==> src/rtl/timer_irq_ctrl.sv <==
// Interrupt aggregator for up to NUM_SRC timer interrupt lines: edge capture, pending/mask/overrun, saturating event count.
// Define TIMER_IRQ_CTRL_SYNC_EN to pass irq_src through a 2-flop synchronizer for sources on a foreign clock.
module timer_irq_ctrl #(
  parameter int NUM_SRC = 4
) (
  input  logic               clk,
  input  logic               reset,
  input  logic [NUM_SRC-1:0] irq_src,
  input  logic [1:0]         avmms_address,
  input  logic               avmms_write,
  input  logic [31:0]        avmms_writedata,
  input  logic [3:0]         avmms_byteenable,
  input  logic               avmms_read,
  output logic [31:0]        avmms_readdata,
  output logic               coe_irq
);

  localparam logic [1:0] ADDR_ENABLE  = 2'd0;
  localparam logic [1:0] ADDR_PENDING = 2'd1;
  localparam logic [1:0] ADDR_OVERRUN = 2'd2;
  localparam logic [1:0] ADDR_EVENT   = 2'd3;

  logic [NUM_SRC-1:0] src_in;
  logic [NUM_SRC-1:0] src_q;
  logic [NUM_SRC-1:0] enable_q;
  logic [NUM_SRC-1:0] pending_q;
  logic [NUM_SRC-1:0] overrun_q;
  logic [31:0]        event_cnt_q;

`ifdef TIMER_IRQ_CTRL_SYNC_EN
  logic [NUM_SRC-1:0] sync_q1;
  logic [NUM_SRC-1:0] sync_q2;

  always_ff @(posedge clk) begin
    if (reset) begin
      sync_q1 <= '0;
      sync_q2 <= '0;
    end else begin
      sync_q1 <= irq_src;
      sync_q2 <= sync_q1;
    end
  end

  assign src_in = sync_q2;
`else
  assign src_in = irq_src;
`endif

  logic [31:0]        be_mask;
  logic [31:0]        wdata_m;
  logic               wr_enable;
  logic               wr_pending;
  logic               wr_overrun;
  logic               wr_event;
  logic [NUM_SRC-1:0] src_edge;
  logic [NUM_SRC-1:0] pend_clr;
  logic [NUM_SRC-1:0] ovr_clr;
  logic [NUM_SRC-1:0] enable_next;
  logic [NUM_SRC-1:0] pending_next;
  logic [NUM_SRC-1:0] overrun_next;
  logic [5:0]         edge_cnt;
  logic [31:0]        cnt_base;
  logic [32:0]        cnt_sum;
  logic [31:0]        cnt_next;
  logic [31:0]        rd_mux;
  logic               unused_wdata;

  // Disabled byte lanes contribute zero data, so W1C never clears through them.
  assign be_mask = {{8{avmms_byteenable[3]}}, {8{avmms_byteenable[2]}},
                    {8{avmms_byteenable[1]}}, {8{avmms_byteenable[0]}}};
  assign wdata_m = avmms_writedata & be_mask;
  assign unused_wdata = ^wdata_m;

  assign wr_enable  = avmms_write && (avmms_address == ADDR_ENABLE);
  assign wr_pending = avmms_write && (avmms_address == ADDR_PENDING);
  assign wr_overrun = avmms_write && (avmms_address == ADDR_OVERRUN);
  assign wr_event   = avmms_write && (avmms_address == ADDR_EVENT) && (avmms_byteenable != 4'h0);

  assign src_edge = src_in & ~src_q;
  assign pend_clr = wr_pending ? wdata_m[NUM_SRC-1:0] : '0;
  assign ovr_clr  = wr_overrun ? wdata_m[NUM_SRC-1:0] : '0;

  assign enable_next = wr_enable
                     ? ((enable_q & ~be_mask[NUM_SRC-1:0]) | wdata_m[NUM_SRC-1:0])
                     : enable_q;

  // A new edge beats a same-cycle clear and then does not count as an overrun.
  assign pending_next = (pending_q & ~pend_clr) | src_edge;
  assign overrun_next = (overrun_q & ~ovr_clr) | (src_edge & pending_q & ~pend_clr);

  always_comb begin
    edge_cnt = '0;
    for (int i = 0; i < NUM_SRC; i++) begin
      edge_cnt = edge_cnt + 6'(src_edge[i]);
    end
  end

  assign cnt_base = wr_event ? 32'd0 : event_cnt_q;
  assign cnt_sum  = {1'b0, cnt_base} + {27'd0, edge_cnt};
  assign cnt_next = cnt_sum[32] ? 32'hFFFF_FFFF : cnt_sum[31:0];

  always_comb begin
    rd_mux = '0;
    case (avmms_address)
      ADDR_ENABLE:  rd_mux[NUM_SRC-1:0] = enable_q;
      ADDR_PENDING: rd_mux[NUM_SRC-1:0] = pending_q;
      ADDR_OVERRUN: rd_mux[NUM_SRC-1:0] = overrun_q;
      default:      rd_mux = event_cnt_q;
    endcase
  end

  always_ff @(posedge clk) begin
    if (reset) begin
      src_q          <= '0;
      enable_q       <= '0;
      pending_q      <= '0;
      overrun_q      <= '0;
      event_cnt_q    <= '0;
      avmms_readdata <= '0;
      coe_irq        <= 1'b0;
    end else begin
      src_q       <= src_in;
      enable_q    <= enable_next;
      pending_q   <= pending_next;
      overrun_q   <= overrun_next;
      event_cnt_q <= cnt_next;
      coe_irq     <= |(pending_q & enable_q);
      if (avmms_read) begin
        avmms_readdata <= rd_mux;
      end
    end
  end

endmodule

==> config.mk <==
export PLATFORM = sky130hd
export DESIGN_NAME = timer_irq_ctrl
export DESIGN_NICKNAME = d
export VERILOG_FILES = /design/src/rtl/timer_irq_ctrl.sv
export SDC_FILE = /design/constraint.sdc
export NUM_CORES = 1
export LEC_CHECK = 0
export CAP_MARGIN = 20
export CORE_ASPECT_RATIO = 1.4
export CORE_MARGIN = 2
export CORE_UTILIZATION = 51
export DETAILED_ROUTE_END_ITERATION = 16
export PLACE_DENSITY = 0.91
export SETUP_SLACK_MARGIN = 0.2
export SYNTH_ARGS = -nofsm -noshare
export SYNTH_HDL_FRONTEND = slang
export SYNTH_SLANG_ARGS = --single-unit
==> constraint.sdc <==
create_clock -name clk -period 5.8 [get_ports clk]
set_clock_uncertainty 0.2 [all_clocks]
set_input_delay 1.16 -clock clk [delete_from_list [all_inputs] [get_ports clk]]
set_output_delay 1.16 -clock clk [all_outputs]
set_load 0.005 [all_outputs]
==> results.txt, run 1 <==
The switching power share of the total came out at between 20% and 30%. Max-cap violations in this run came to 0. The number of buffers created by CTS came out at 9. Cell internal power was estimated by the tool at 0.000942 W. The number of antenna diodes is 0. The first global-routing pass estimated 15400 um of wire.

The number of buffer and inverter stages on the critical path came out at 2. The maximum number of pins on one net before global-route repair came out at 41. The routed layout has 3401 vias. The CTS tree is done. The post-synth net total came out at around 480. The logic depth of the worst register-to-register path came out at 9. The worst setup path is captured at a register. The startpoint-to-endpoint class of the critical path is in -> reg. The met2 wire length came out at about 4500 um. The number of global-route vias before repair came out at 3337. The setup slack of the most critical reg-to-reg path is 2.04 ns.

The detailed router put a total of 3700 um of wire on met1. The die boundary height came out at 106 um. The total setup violations reported at the end of the flow came out at 0. Power spread over the standard cell area amounts to 266 mW/mm^2. The die area came out at about 0.008 sq mm. The total number of H-tree levels is 3. The share of power burned in the clock network is between 40 and 50%.

The total global routing overflow came out at 0. In this run the deepest clock path goes through 2 buffers. The detailed router finished its first iteration with 336 violations.

The count of flip-flops with a built-in enable after synthesis came out at 0. The aggregate negative setup slack came out at 0 ns. The synthesized design contains 81 register bits. The signal on the critical path passes through clkdlybuf4s50_1 -> nor2b_1 -> fa_1 -> inv_1 -> fa_1 -> fa_1 -> or3_1 -> or3_1 -> a211o_1 -> a31oi_1. The via-per-instance ratio came out at 5.87. The min-delay analysis places its worst path in the category reg -> reg.

The count of TritonRoute iterations in the first routing pass is 6. The cts-stage hold buffer count is 0. The routed wire length is between 9000 and 10000 um. The number of max-slew violations in the final report came out at 0. The register area is approximately 0.0016 sq mm. The part of the Yosys area used for sequential elements came out at 42.8%. The worst register-to-register path begins at src_q[0].

The startpoint of the most critical setup path is irq_src[0]. The highest clock rate came out at 210 MHz. The post-route netlist has 9.34% of its cells at a drive strength greater than 1.

In the final layout, the multi-input gates occupy 0.00202 sq mm. The post-cts repair resize count is 0. Per report_power, the combinational group accounts for 8.9% of the total. In the layout the commonest cells are 81 x sky130_fd_sc_hd__dfxtp_1, 61 x sky130_fd_sc_hd__a21oi_1, 50 x sky130_fd_sc_hd__nor2_1, 49 x sky130_fd_sc_hd__clkdlybuf4s50_1, 37 x sky130_fd_sc_hd__nor2b_1.

Setup repair after global routing left no endpoint under its margin. The total routing usage reported by global routing is 23.2%. The clock transition time at the flip-flop clock pins of the worst setup and hold paths is around 0.09 ns. The final critical path time including I/O delays and setup is 4.77 ns. The number of nets with antenna violations after detailed routing came out at 0. The run finished with clean final reports. The most critical setup path has its endpoint at event_cnt_q[30].

The worst setup path is launched from an input port. The cell area after synthesis is about 0.0038 sq mm. The mean cell area of the mapped netlist is 8.75 sq um. The initial cell density of the core is roughly 52%. The power dissipated by switching net loads came out at 0.000279 W. Signal routing reaches up to met4. The worst register-to-register path ends at event_cnt_q[30]. The number of endpoints with negative hold slack in the final report came out at 0. Synthesis instantiated 56 different standard cells from the library. The final weighted congestion of routability-driven global placement came out at 0.934. The I/O pin count came out at 79. The number of port buffers came out at 50. The number of nets in the layout is 527. The fraction of power consumed by sequential logic came out at 47.9%.

The total number of cells along the worst setup path is 10. The relative max-transition margin is between 30% and 40%. The most common cell type on the critical path is sky130_fd_sc_hd__fa_1. On the critical path the largest part of the delay comes from adder cells. After layout, the worst path uses 82.2% of the clock period. The filler cell count in the final layout came out at around 610. The core utilization of the finished layout came out at 63.2%. The root buffer cell chosen for the clock tree is sky130_fd_sc_hd__clkbuf_8. The floorplan step defined a core boundary enclosing 0.00727 sq mm. The clock latency on the worst-skew pair is ~0.37 ns.

Along the worst path, the maximum fanout reaches 8. In this run the core area contains 37 standard-cell rows. The number of design rule violations left after detail routing is 0. Dividing the detail-routed wire length by the instance count gives 15.6 um. The critical path required time came out at 5.89 ns.

The total of warnings raised by yosys came out at 0. The leakage power figure is 1.59 nW. Detailed placement ended at an HPWL of 5890 um. The pin slew with the least headroom to its limit is 1.01 ns. Among all stages on the critical path, the largest delay is contributed by sky130_fd_sc_hd__fa_1. STA puts the critical path data arrival time at 4.85 ns. The clock drives 81 sinks. The worst stage delay on the critical path is between 0.5 and 0.6 ns. The post-CTS setup repair buffer count is 0. The initial antenna violation count came out at 0. The area added between synthesis and finish is 21.2%.

The most frequent standard cell in the layout excluding fill and tap cells is sky130_fd_sc_hd__dfxtp_1. The routed length on met3 came out at between 500 and 600 um. The peak supply drop is 0.145 mV. The cell count after synthesis came out at 433. The most used flip-flop cell after synthesis is sky130_fd_sc_hd__dfxtp_1. For this run, asynchronously set or reset flops after synthesis account for 0%. Measured along the x axis, the die boundary spans 76.9 um.
## logic make-up after synthesis
group | after synthesis | share of synthesized area, %
and+or+nand+nor | 185 | 26.5
AOI/OAI and AO/OA | 101 | 15.6
DFF | 81 | 42.8
buffers and inverters | 30 | 3.99
xor gates and xnor gates | 19 | 4.39
muxes | 13 | 4.85
adders and majority gates | 4 | 1.91
## cell type report
| type | instances | share of cell area [%] |
|---|---|---|
| clock inverter | 4 | 2.12 |
| clock buffer | 12 | 3.60 |
| timing repair buffer | 57 | 11.9 |
| tap | 97 | 2.64 |
| sequential | 81 | 35.3 |
| inverter | 6 | 0.490 |
| multi-input combinational | 322 | 43.9 |
## metrics by stage
stage                     cells  power [W]  setup WS, ns  hold WS (ns)  area, sq um
after floorplan             433   0.000667         0.953         0.269         3790
after global placement      563   0.000698         0.795         0.271         4330
after detailed placement    563   0.000704         0.702         0.280         4330
after CTS                   579    0.00122          1.04         0.304         4590
after global routing        579    0.00126         0.831         0.334         4590
final                       579    0.00122          1.03         0.301         4590
## per-layer routing
| metal | up-vias | track usage (%) |
|---|---|---|
| li1 | 1618 | - |
| met1 | 1607 | 26.7 |
| met2 | 151 | 39.7 |
| met3 | 25 | 4.41 |
| met4 | 0 | 13.8 |
| met5 | - | 0 |
## synth_stat cells (all sizes together) (2+ instances only)
cell type,instances,share of area [%]
a21oi,61,8.1
a22oi,2,0.40
a31oi,5,0.83
a32oi,4,0.92
and2,3,0.50
and3,5,0.89
and4,5,1.2
buf,10,1.7
clkbuf,14,1.7
dfxtp,81,43
fa,3,1.6
inv,6,0.59
mux2i,9,2.4
mux4,4,2.5
nand2,31,3.1
nand3,11,1.6
nand3b,2,0.40
nand4,5,1.2
nor2,51,5.1
nor2b,37,6.1
nor3,12,1.6
nor3b,2,0.40
nor4,10,2.4
o2111ai,4,0.92
o211ai,6,1.2
o21ai,12,1.7
or2,5,0.83
or3,3,0.53
xnor2,12,2.8
xor2,7,1.6
## power by group through the flow
stage	Combinational (W)	Sequential, W	Clock [W]
after global placement	0.000102	0.000596	0
final	0.000109	0.000585	0.000527
after detailed placement	0.000107	0.000598	0
after floorplan	0.0000728	0.000594	0
after global routing	0.000121	0.000588	0.000552
after CTS	0.000109	0.000584	0.000532
## worst min-delay path by stage
stage / from / to / cells after the start
floorplan: event_cnt_q[27] / avmms_readdata[27] / 2
global placement: avmms_readdata[3] / avmms_readdata[3] / 2
detailed placement: avmms_readdata[0] / avmms_readdata[0] / 2
CTS: avmms_readdata[0] / avmms_readdata[0] / 2
global route: avmms_readdata[1] / avmms_readdata[1] / 2
finish: avmms_readdata[0] / avmms_readdata[0] / 2
## flip-flops by register name (all words and copies together) (netlist names), named ones only
register        flops
event_cnt_q        32
overrun_q           4
pending_q           4
coe_irq             1
avmms_readdata     32
src_q               4
## tightest hold or removal path, cell delays in order (launching register included)
cell and delay (ns):
sky130_fd_sc_hd__dfxtp_1 0.33, sky130_fd_sc_hd__mux2i_1 0.06, sky130_fd_sc_hd__nor2_1 0.07
No activity file was read; power rests on OpenSTA's default activity.
==> run 2: changes to the inputs <==
CORE_UTILIZATION = 46   (was 51)
PLACE_DENSITY = 0.87   (was 0.91)
clock period = 4.2 ns   (was 5.8 ns; I/O delays follow)
==> results.txt, run 2 (synthesis gave the netlist of run 1 again) <==
The flow ran to the end, and the final reports show no timing, DRC or antenna violations. The relative max-transition margin came out at 43.7%. The endpoint identified for the worst register-to-register timing path is event_cnt_q[24].

The total global routing overflow is 0. The post-route clock period utilization came out at 92.7%. Of the cells placed in the final design, the portion with a size suffix greater than 1 is between 10% and 20%. The total number of H-tree levels is 3. The region available for standard cell placement spans 0.00810 sq mm. The repair_antennas step left the layout with diodes totalling 0.

The clock network accounts for between 40% and 50% of the total power. The fraction of power consumed by sequential logic came out at 46.4%. In this run the remaining antenna-violating nets after routing total 0. The worst register-to-register path begins at src_q[0]. The maximum clock path buffer count came out at 2. The total internal power is 0.00135 W. The die boundary height is 111 um. The I/O pin count came out at 79. Power spread over the standard cell area amounts to 366 mW/mm^2. The setup slack of the most critical reg-to-reg path came out at between 1 and 1.5 ns. The critical path in this run is classified as in -> reg. Setup repair after global routing left no endpoint under its margin. The area added between synthesis and finish is 25.8%.

The number of design rule violations left after detail routing is 0. The total setup violations reported at the end of the flow came out at 0. The filler cell count in the final layout is 711. The TritonCTS sink count is 81.

The count of vias placed by the detailed router is approximately 3400. The number of port buffers is 50. The most critical setup path has its startpoint at irq_src[0]. In the layout the commonest cells are 81 x sky130_fd_sc_hd__dfxtp_1, 61 x sky130_fd_sc_hd__a21oi_1, 50 x sky130_fd_sc_hd__nor2_1, 49 x sky130_fd_sc_hd__clkdlybuf4s50_1, 36 x sky130_fd_sc_hd__nor2b_1. The number of rows in the core area came out at 39. Clock-pin slew was measured on the worst setup and hold paths at ~0.060 ns. The number of max-slew violations in the final report is 0. The largest registers in the layout are avmms_readdata (32), event_cnt_q (32). The total routing usage reported by global routing came out at 21.6%.

The reported max-cap violation count is 0. The register area came out at 0.00162 sq mm. The number of global-route vias before repair is 3344. The number of buffers created by CTS is 9. Summed over all layers, the routed wires come to 9250 um.

Data on the critical path arrives at its endpoint at 3.88 ns. The CTS tree is done. At the later pin of the worst-skew pair, clock insertion delay measures 0.34 ns. Along the worst path, the maximum fanout reaches 8. For this run, the top clock speed supported by timing is around 260 MHz. The combinational share of power came out at 9.6%. Net switching is 22.9% of the power. The final critical path time including I/O delays and setup is 3.90 ns. Before antenna repair, the detailed router went through 4 iterations. The pin slew with the least headroom to its limit is 0.844 ns. The multi-input logic area is 0.00204 sq mm. The placed wire-length estimate after detailed placement came out at 6310 um. The capture point of the worst path is event_cnt_q[24]. The congestion estimate from routability-driven global placement came to slightly above 0.9. The master cell of the clock root buffer is sky130_fd_sc_hd__clkbuf_16. The worst setup path is captured at a register. The initial antenna violation count is 0. The via-per-instance ratio came out at around 5.7.

The final layout contains 543 nets. The peak supply drop came out at 0.224 mV. The leakage power figure is 1.69 nW. Dividing the detail-routed wire length by the instance count gives 15.4 um. The library cell used most frequently in the layout, excluding fill and tap cells, is sky130_fd_sc_hd__dfxtp_1. The number of DRC violations after detailed-routing iteration 0 is 236.

The global-route wire length before repair is around 15000 um. The initial cell density of the core came out at 46.8%. The critical path required time is 4.18 ns.

The number of endpoints with negative hold slack in the final report was 0. The die area came out at around 0.009 sq mm. The total design power came out at roughly 0.0017 W. The type of the most critical hold path is reg -> reg. STA classifies the critical path startpoint as an input port.

Entering global routing, the biggest net connects 50 pins. The logic depth of the worst register-to-register path came out at 9. The core utilization of the finished layout came out at 58.9%.

The power dissipated by switching net loads came out at around 0.00040 W. Measured along the x axis, the die boundary spans 80.7 um.
==> run 2: per-stage QoR <==
| stage | setup slack, ns | instance area (sq um) | hold slack (ns) | instances | TNS [ns] |
|---|---|---|---|---|---|
| 2_1_floorplan | 0.0744 | 3810 | 0.269 | 433 | 0 |
| 3_3_place_gp | -0.136 | 4450 | 0.273 | 582 | -0.744 |
| 3_5_place_dp | -0.193 | 4450 | 0.286 | 582 | -1.20 |
| 4_1_cts | 0.212 | 4750 | 0.300 | 598 | 0 |
| 5_1_grt | 0.189 | 4770 | 0.321 | 600 | 0 |
| 6_report | 0.305 | 4770 | 0.294 | 600 | 0 |
==> run 2: final cells by class <==
class / count / area share, %
clock buffer: 13 / 5.25
clock inverter: 3 / 0.839
inverter: 6 / 0.472
multi-input combinational: 322 / 42.8
sequential: 81 / 34.0
tap: 102 / 2.68
timing repair buffer: 73 / 14.0
==> run 2: critical path: stages <==
cell	delay [ns]
sky130_fd_sc_hd__clkdlybuf4s50_1	0.40
sky130_fd_sc_hd__nor2b_2	0.19
sky130_fd_sc_hd__fa_1	0.54
sky130_fd_sc_hd__inv_1	0.05
sky130_fd_sc_hd__fa_2	0.36
sky130_fd_sc_hd__fa_2	0.38
sky130_fd_sc_hd__or3_4	0.39
sky130_fd_sc_hd__or3_4	0.40
sky130_fd_sc_hd__nor4_1	0.24
sky130_fd_sc_hd__nor3_1	0.07
==> run 2: power by group through the flow <==
stage	Clock, W	Combinational [W]	Sequential [W]
finish	0.000767	0.000168	0.000810
CTS	0.000779	0.000166	0.000810
detailed placement	0	0.000164	0.000826
global route	0.000814	0.000187	0.000814
floorplan	0	0.000104	0.000821
global placement	0	0.000155	0.000824
==> run 2: worst min-delay path by stage <==
stage	startpoint	endpoint	slack [ns]	cells past startpoint
after floorplan	event_cnt_q[27]	avmms_readdata[27]	0.27	2
after global placement	avmms_readdata[0]	avmms_readdata[0]	0.27	2
after detailed placement	avmms_readdata[3]	avmms_readdata[3]	0.29	2
after CTS	avmms_readdata[3]	avmms_readdata[3]	0.30	2
after global routing	avmms_readdata[2]	avmms_readdata[2]	0.32	2
final	avmms_readdata[2]	avmms_readdata[2]	0.29	2
==> run 2: metal layers <==
layer,track usage [%],up-vias,wire length [um]
li1,-,1651,-
met1,25.6,1621,3700
met2,35.1,124,4660
met3,5.67,37,521
met4,11.5,0,357
met5,0,-,0
==> run 2: timing repair <==
action                                  in CTS  in global routing
gates resized for setup                      1                  3
hold endpoints to repair                     0                  0
buffers inserted                             0                  2
hold buffers                                 0                  0
endpoints found under the setup margin       5                 32
gates cloned                                 0                  0
pin swaps                                    0                  2
